<file path="config.mk">
export PLATFORM = sky130hd
export DESIGN_NAME = rc_sequencer
export DESIGN_NICKNAME = d
export VERILOG_FILES = /design/src/rtl/rc_pkg.sv /design/src/rtl/rc_lfsr_step.sv /design/src/rtl/rc_sequencer.sv
export SDC_FILE = /design/constraint.sdc
export NUM_CORES = 1
export LEC_CHECK = 0
export ABC_AREA = 1
export CORE_MARGIN = 1
export CORE_UTILIZATION = 42
export DETAILED_ROUTE_END_ITERATION = 7
export PLACE_DENSITY = 0.87
export SYNTH_ARGS = -nofsm -noshare
export SYNTH_HDL_FRONTEND = slang
export SYNTH_SLANG_ARGS = --single-unit
export TNS_END_PERCENT = 20
</file>
<file path="constraint.sdc">
create_clock -name clk -period 2.05 [get_ports clk]
set_input_delay 0.615 -clock clk [delete_from_list [all_inputs] [get_ports clk]]
set_output_delay 0.615 -clock clk [all_outputs]
set_load 0.01 [all_outputs]
</file>
<file path="src/rtl/rc_pkg.sv">
// Shared lane masks, FSM state type and default LFSR constants for the
// round-constant sequencer.
package rc_pkg;

    localparam logic [3:0][7:0] RC_LANE_MASK = {8'h40, 8'h54, 8'h11, 8'h05};
    localparam logic [7:0]      DEFAULT_INIT = 8'h6C;
    localparam logic [7:0]      DEFAULT_TAPS = 8'hC6;

    typedef enum logic [1:0] {
        IDLE,
        PRIME,
        RUN,
        DONE
    } rc_state_t;

endpackage

</file>
<file path="src/rtl/rc_lfsr_step.sv">
// Combinational one-step LFSR advance in both directions; the inverse
// undoes the forward shift by recovering the bit that fell off the top.
module rc_lfsr_step
    import rc_pkg::*;
#(
    parameter int                LFSR_W = 8,
    parameter logic [LFSR_W-1:0] TAPS   = LFSR_W'(DEFAULT_TAPS)
) (
    input  logic [LFSR_W-1:0] i_q,
    output logic [LFSR_W-1:0] o_next,
    output logic [LFSR_W-1:0] o_prev
);

    assign o_next = {i_q[LFSR_W-2:0], ^(i_q & TAPS)};
    assign o_prev = {i_q[0] ^ (^(i_q[LFSR_W-1:1] & TAPS[LFSR_W-2:0])), i_q[LFSR_W-1:1]};

endmodule

</file>
<file path="src/rtl/rc_sequencer.sv">
// Round-constant sequencer streaming LFSR-derived constants over valid/ready.
// Reverse order (dir, PRIME, inverse step) is built only with RC_SEQUENCER_REVERSE_EN.
module rc_sequencer
    import rc_pkg::*;
#(
    parameter int                LFSR_W = 8,
    parameter int                LANES  = 4,
    parameter int                ROUNDS = 16,
    parameter logic [LFSR_W-1:0] INIT   = LFSR_W'(DEFAULT_INIT),
    parameter logic [LFSR_W-1:0] TAPS   = LFSR_W'(DEFAULT_TAPS)
) (
    input  logic                        clk,
    input  logic                        rst_n,
    input  logic                        start,
    input  logic                        dir,
    input  logic                        clear,
    output logic                        rc_valid,
    input  logic                        rc_ready,
    output logic [LANES*LFSR_W-1:0]     rc_data,
    output logic [$clog2(ROUNDS)-1:0]   rc_round,
    output logic                        rc_last,
    output logic                        busy,
    output logic                        done
);

    localparam int             RW       = $clog2(ROUNDS);
    localparam logic [RW-1:0]  LAST_IDX = RW'(ROUNDS - 1);
    localparam logic [RW-1:0]  ONE      = RW'(1);

    rc_state_t                 r_state, w_stateNext;
    logic [LFSR_W-1:0]         r_q, w_qNext, w_next, w_prev;
    logic [RW-1:0]             r_round, w_roundNext;
    logic                      w_reverse, w_handshake;
    logic [LANES*LFSR_W-1:0]   w_lanes;

`ifdef RC_SEQUENCER_REVERSE_EN
    localparam logic [RW-1:0]  PRIME_END = RW'(ROUNDS - 2);
    logic                      r_dir, w_dirNext;
    assign w_reverse = r_dir;
`else
    logic                      w_unused_dirPrev;
    assign w_reverse        = 1'b0;
    assign w_unused_dirPrev = dir ^ (^w_prev);
`endif

    rc_lfsr_step #(
        .LFSR_W (LFSR_W),
        .TAPS   (TAPS)
    ) u_step (
        .i_q    (r_q),
        .o_next (w_next),
        .o_prev (w_prev)
    );

    // The register holds s_r; the emitted constant is built from one step ahead.
    for (genvar k = 0; k < LANES; k++) begin : g_lane
        assign w_lanes[k*LFSR_W +: LFSR_W] = w_next ^ LFSR_W'(RC_LANE_MASK[k]);
    end

    assign rc_valid    = (r_state == RUN);
    assign busy        = (r_state == PRIME) || (r_state == RUN);
    assign done        = (r_state == DONE);
    assign rc_round    = r_round;
    assign rc_last     = rc_valid && (w_reverse ? (r_round == '0) : (r_round == LAST_IDX));
    assign rc_data     = rc_valid ? w_lanes : '0;
    assign w_handshake = rc_valid & rc_ready;

    always_comb begin
        w_stateNext = r_state;
        w_qNext     = r_q;
        w_roundNext = r_round;
`ifdef RC_SEQUENCER_REVERSE_EN
        w_dirNext   = r_dir;
`endif
        case (r_state)
            IDLE: begin
                if (start) begin
                    w_qNext     = INIT;
                    w_roundNext = '0;
`ifdef RC_SEQUENCER_REVERSE_EN
                    w_dirNext   = dir;
                    w_stateNext = dir ? PRIME : RUN;
`else
                    w_stateNext = RUN;
`endif
                end
            end
`ifdef RC_SEQUENCER_REVERSE_EN
            // Walk forward to s_{ROUNDS-1}, using the round counter as the cycle count.
            PRIME: begin
                w_qNext     = w_next;
                w_roundNext = r_round + ONE;
                if (r_round == PRIME_END) begin
                    w_stateNext = RUN;
                end
            end
`endif
            RUN: begin
                if (w_handshake) begin
                    if (rc_last) begin
                        w_stateNext = DONE;
                    end
`ifdef RC_SEQUENCER_REVERSE_EN
                    else if (r_dir) begin
                        w_qNext     = w_prev;
                        w_roundNext = r_round - ONE;
                    end
`endif
                    else begin
                        w_qNext     = w_next;
                        w_roundNext = r_round + ONE;
                    end
                end
            end
            DONE:    w_stateNext = IDLE;
            default: w_stateNext = IDLE;
        endcase
        if (clear) begin
            w_stateNext = IDLE;
        end
    end

    always_ff @(posedge clk) begin
        if (!rst_n) begin
            r_state <= IDLE;
            r_q     <= INIT;
            r_round <= '0;
`ifdef RC_SEQUENCER_REVERSE_EN
            r_dir   <= 1'b0;
`endif
        end else begin
            r_state <= w_stateNext;
            r_q     <= w_qNext;
            r_round <= w_roundNext;
`ifdef RC_SEQUENCER_REVERSE_EN
            r_dir   <= w_dirNext;
`endif
        end
    end

endmodule

</file>
# After elaboration in Yosys (flattened, before gate mapping)
# Cells that the tools add are included.
[op_classes]
n_addsub = 1
n_eq_ne = 8
n_mux = 13
bitwise_logic = 6
reduce_logical = 8
[ops]
columns = ["op", "n"]
rows = [
  ["$mux 32", 1],
  ["$mux 8", 3],
  ["$pmux 8 s2", 1],
  ["$mux 4", 3],
  ["$pmux 4 s2", 1],
  ["$reduce_xor 8->1", 1],
  ["$mux 2", 3],
  ["$add 4x1->4 const B", 1],
  ["$eq 2x2->1 const B", 2],
  ["$eq 4x4->1 const B", 1],
  ["$ne 2x1->1 const B", 2],
  ["$ne 2x2->1 const B", 2],
  ["$not 2->2", 2],
  ["$pmux 2 s2", 1],
  ["$reduce_and 4->1", 1],
  ["$not 3->3", 1],
  ["$reduce_and 3->1", 1],
  ["$eq 2x1->1 const B", 1],
  ["$logic_not 2->1", 1],
  ["$not 1->1", 2],
  ["$reduce_bool 2->1", 1],
  ["$reduce_or 2->1", 1],
  ["$and 1x1->1", 1],
  ["$logic_and 1x1->1", 1],
  ["$logic_or 1x1->1", 1],
]
[totals]
ff_bits = 14
output_inout_bits = 40
elab_cells = 39

# Longest topological paths before layout
[depth]
ltp_word = 5
ltp_mapped = 9
ltp_nobuf = 9

# By module
# From an unflattened synthesis, not the netlist that was laid out.
[unflattened]
hier_cells = 184
hier_area_um2 = 1174.9
[modules_own_cells]
columns = ["mod", "n_inst", "cells_per_inst", "area_per_inst_um2", "seq_area_each_um2"]
rows = [
  ["rc_sequencer", 1, 137, 940.9, 280.3],
  ["rc_lfsr_step", 1, 47, 234.0, 0.0],
]

# Least setup slack after synthesis
# OpenSTA, ideal clock, no wires.
[synth_path]
path_type = "register to output"
from = "register r_state[0]"
to = "output port rc_data[11]"
arrival_ns = 1.131
t_required_ns = 1.435
setup_slack_ns = 0.304
stages_incl_launch_ff = 7
n_path_buf = 2
path_cell_list = "dfxtp_1 > inv_1 > ha_1 > buf_4 > nand2_1 > inv_1 > buf_4"
[synth_via]
elab_chain_len = 2
[synth_rtl]
columns = ["item", "line_no", "rtl"]
rows = [
  ["start, declared", "rc_sequencer.sv:30", "rc_state_t r_state, w_stateNext;"],
  ["start signal, assigned", "rc_sequencer.sv:132", "r_state <= w_stateNext;"],
  ["$eq 2x2->1", "rc_sequencer.sv:60", "assign rc_valid = (r_state == RUN);"],
  ["net rc_valid", "rc_sequencer.sv:17", "output logic rc_valid,"],
  ["$mux 32", "rc_sequencer.sv:65", "assign rc_data = rc_valid ? w_lanes : '0;"],
  ["end, declared", "rc_sequencer.sv:19", "output logic [LANES*LFSR_W-1:0] rc_data,"],
]
# The timed path passes the listed nets, and every way through them passes these cells.

# Final worst setup path
[layout_path]
from = "register r_state[1]"
to = "output port busy"
[layout_via]
elab_chain_len = 2
elab_cells_between_ends = 3
cone_classes = "2 x eq/ne; 1 x reduce/logical"
[layout_rtl]
columns = ["item", "line_no", "rtl"]
rows = [
  ["$eq 2x1->1 / $eq 2x2->1 (equally long branches)", "rc_sequencer.sv:61", "assign busy = (r_state == PRIME) || (r_state == RUN);"],
  ["$logic_or 1x1->1 *", "rc_sequencer.sv:61", ""],
  ["end, declared", "rc_sequencer.sv:22", "output logic busy,"],
]
# Every way passes the cells marked *; elsewhere a longest branch is shown, timed or not.

==> metrics.txt <==
status=finished clean; worst path bufs/invs=3; worst-skew pair later-pin latency=just under 300 ps; Vias=1000; Worst VDD drop=277 uV; routed wl met3=~110 um; RePlAce Congestion=0.781; data required time of the worst path=1430 ps; count of final max-slew check failures=0; Top Ports=between 40 and 50; post-route cell area=0.00139 sq mm; Hold Path Class=reg2reg; clk_skew=2.37 ps; Sw Ratio=0.317; 1st-iter DRT viols=9; root buffer cell=clkbuf_4; CP delay by family, top=buffers and inverters; mean routed wirelength per cell=11.4 um; Slew headroom=0.792; drc violations=0; DR pass1 iterations=4; RSZ-0062 raised after global routing=true; number of global-route vias before repair=978; Mean Syn Cell Area=~7 sq um; Seq cells post-synth=14; Max Cap Viol=0; area grow syn2layout=30.2%; Worst-Margin Slew=312 ps; share of layout cells above drive strength 1=0.358; synth top area cells=dfxtp_1 (26%), buf_4 (18%), nand2_1 (13%); power per cell area=a little over 500 mW/mm^2; Yosys cell types=23; gr ovfl total=0; Fillers=221; area after detailed placement=0.00143 sq mm; Synth async-reset ratio=0; Post-CTS Hold Fix Bufs=0; chip height=52.4 um; # H-tree levels=1; cells after synthesis=152; total routed wirelength=2.44 mm; CP peak stage delay=~390 ps; Clock Sinks=14; Via density=4.65; Post-synth EDFFs=0; Startpoint Class=flop; CP max stage cell=dfxtp_1; maximum clock path buffer count=2; CTS tree=yes; # diodes=0; final hold violation count=0; die boundary width=approximately 52 um; Mapped Area=between 0.001 and 0.0015 sq mm; initial antenna violation count=0; Post-Syn Nets=162; Reg clk slew, reported paths=90 ps; CTS Buf Count=3; # rows=17; nets@finish=198; crit-path cells=buf_4, inv_1, ha_1, dlygate4sd2_1; post-route met1 wirelength=1.02 mm; CP max FO=3; Place WS=-36.3 ps; combinational share of power=0.280; Main synth FF type=dfxtp_1; Setup CP Type=reg2out; Non-Filler Instances=between 200 and 250; fmax=approximately 500 MHz; count leader, synth=nand2_1; highest metal used=met4; internal power=roughly 480 uW; fin crit period=around 2000 ps; sequential area share after synthesis=0.263; core area=0.00230 sq mm; setup ws final=between 40 and 50 ps; largest net degree at the start of global routing=12; Initial Util=0.464; Ys Warns=0; Sequential Power Share=0.426; clock network fraction of total power=0.293; switching power total=222 uW; die area=0.00274 sq mm; first-pass GRT wire length=about 4.1 mm; final setup violation count=0; Final HPWL DP=1.94 mm; arrival time at the worst endpoint=roughly 1400 ps; Post-DRT Antenna Nets=0; WL met2=1.30 mm; crit share post-route=0.979; port bufs=44; top cell type's share of synthesized area=0.263; crit end category=output port; Leakage=0.000760 uW; placed cell count=between 200 and 250; dominant cell type by area after synthesis=dfxtp_1; commonest cells in the netlist=nand2_1 (38), buf_4 (25), inv_1 (20); final worst hold slack=491 ps; Overall Global Routing Usage=0.195
## path summary, 6_finish.rpt
path,slack (ps),to,start,depth (start not counted)
setup / recovery,40,busy,r_state[1]$_SDFFE_PP0P_,4
hold / removal,490,r_q[7]$_SDFFE_PN0P_,r_q[7]$_SDFFE_PN0P_,2
setup reg to reg,500,rc_round[1]$_SDFFE_PN0P_,r_state[1]$_SDFFE_PP0P_,8
hold reg to reg,490,r_q[7]$_SDFFE_PN0P_,r_q[7]$_SDFFE_PN0P_,2
## placed cells by master, fill, tap and decap left out, types with 7 or more instances in the layout
cell,instances
dlygate4sd2_1,13
clkdlybuf4s50_1,8
buf_4,13
nand3_1,7
dfxtp_1,9
clkbuf_2,17
nand2_1,38
inv_1,19
nor2_1,8
## routing by layer
layer  vias to the layer above  global-route usage
li1                        511                   -
met1                       456               0.209
met2                        31               0.373
met3                         2              0.0406
met4                         0              0.0570
met5                         -                   0
## area by class of cell
type	instances	area [sq um]	area share
Tap cell	28	35.0	0.0252
Multi-Input combinational cell	89	512	0.369
Timing Repair Buffer	57	429	0.309
Inverter	23	88.8	0.0640
Clock buffer	4	36.3	0.0261
Sequential cell	14	287	0.206
## worst reg2reg max path: cells and delay by family (launching register included)
family	cells	cell delay [ps]
buffers and inverters	2	180
AO/OA/AOI/OAI	2	210
adder cells (fa/ha/maj)	1	200
flip-flops	1	390
AND/OR/NAND/NOR	3	500
## sequential cells by signal (all words and copies together), names as in the netlist
name	cells
r_q	8
rc_round	4
r_state	2
## power groups by stage
stage	clock [uW]	sequential [uW]	combinational (uW)
global placement	0	301	208
CTS	208	297	199
floorplan	0	303	148
global route	219	301	219
finish	205	299	196
detailed placement	0	303	215
## repair_timing
action                                  4_1_cts  5_1_grt
buffers inserted                              0        0
gates cloned                                  0        0
gates resized for setup                      54       40
pin swaps                                     0        1
endpoints found under the setup margin       36       32
## through the flow
| stage | power, uW | TNS (ps) | util |
|---|---|---|---|
| final | 700 | 0 | 0.604 |
| after global routing | 738 | -224 | 0.604 |
| after CTS | 704 | -113 | 0.627 |
| after detailed placement | 518 | -121 | 0.623 |
| after global placement | 509 | 0 | 0.623 |
| after floorplan | 451 | 0 | - |
## cells by family after synthesis
| kind of cell | Yosys count | synth area share |
|---|---|---|
| simple gates | 71 | 0.312 |
| buf+inv | 49 | 0.276 |
| flops | 14 | 0.263 |
| compound gates | 13 | 0.0939 |
| fa+ha+maj | 4 | 0.0470 |
| xor+xnor | 1 | 0.00822 |
Note: power is estimated with default switching activity, not from simulation.
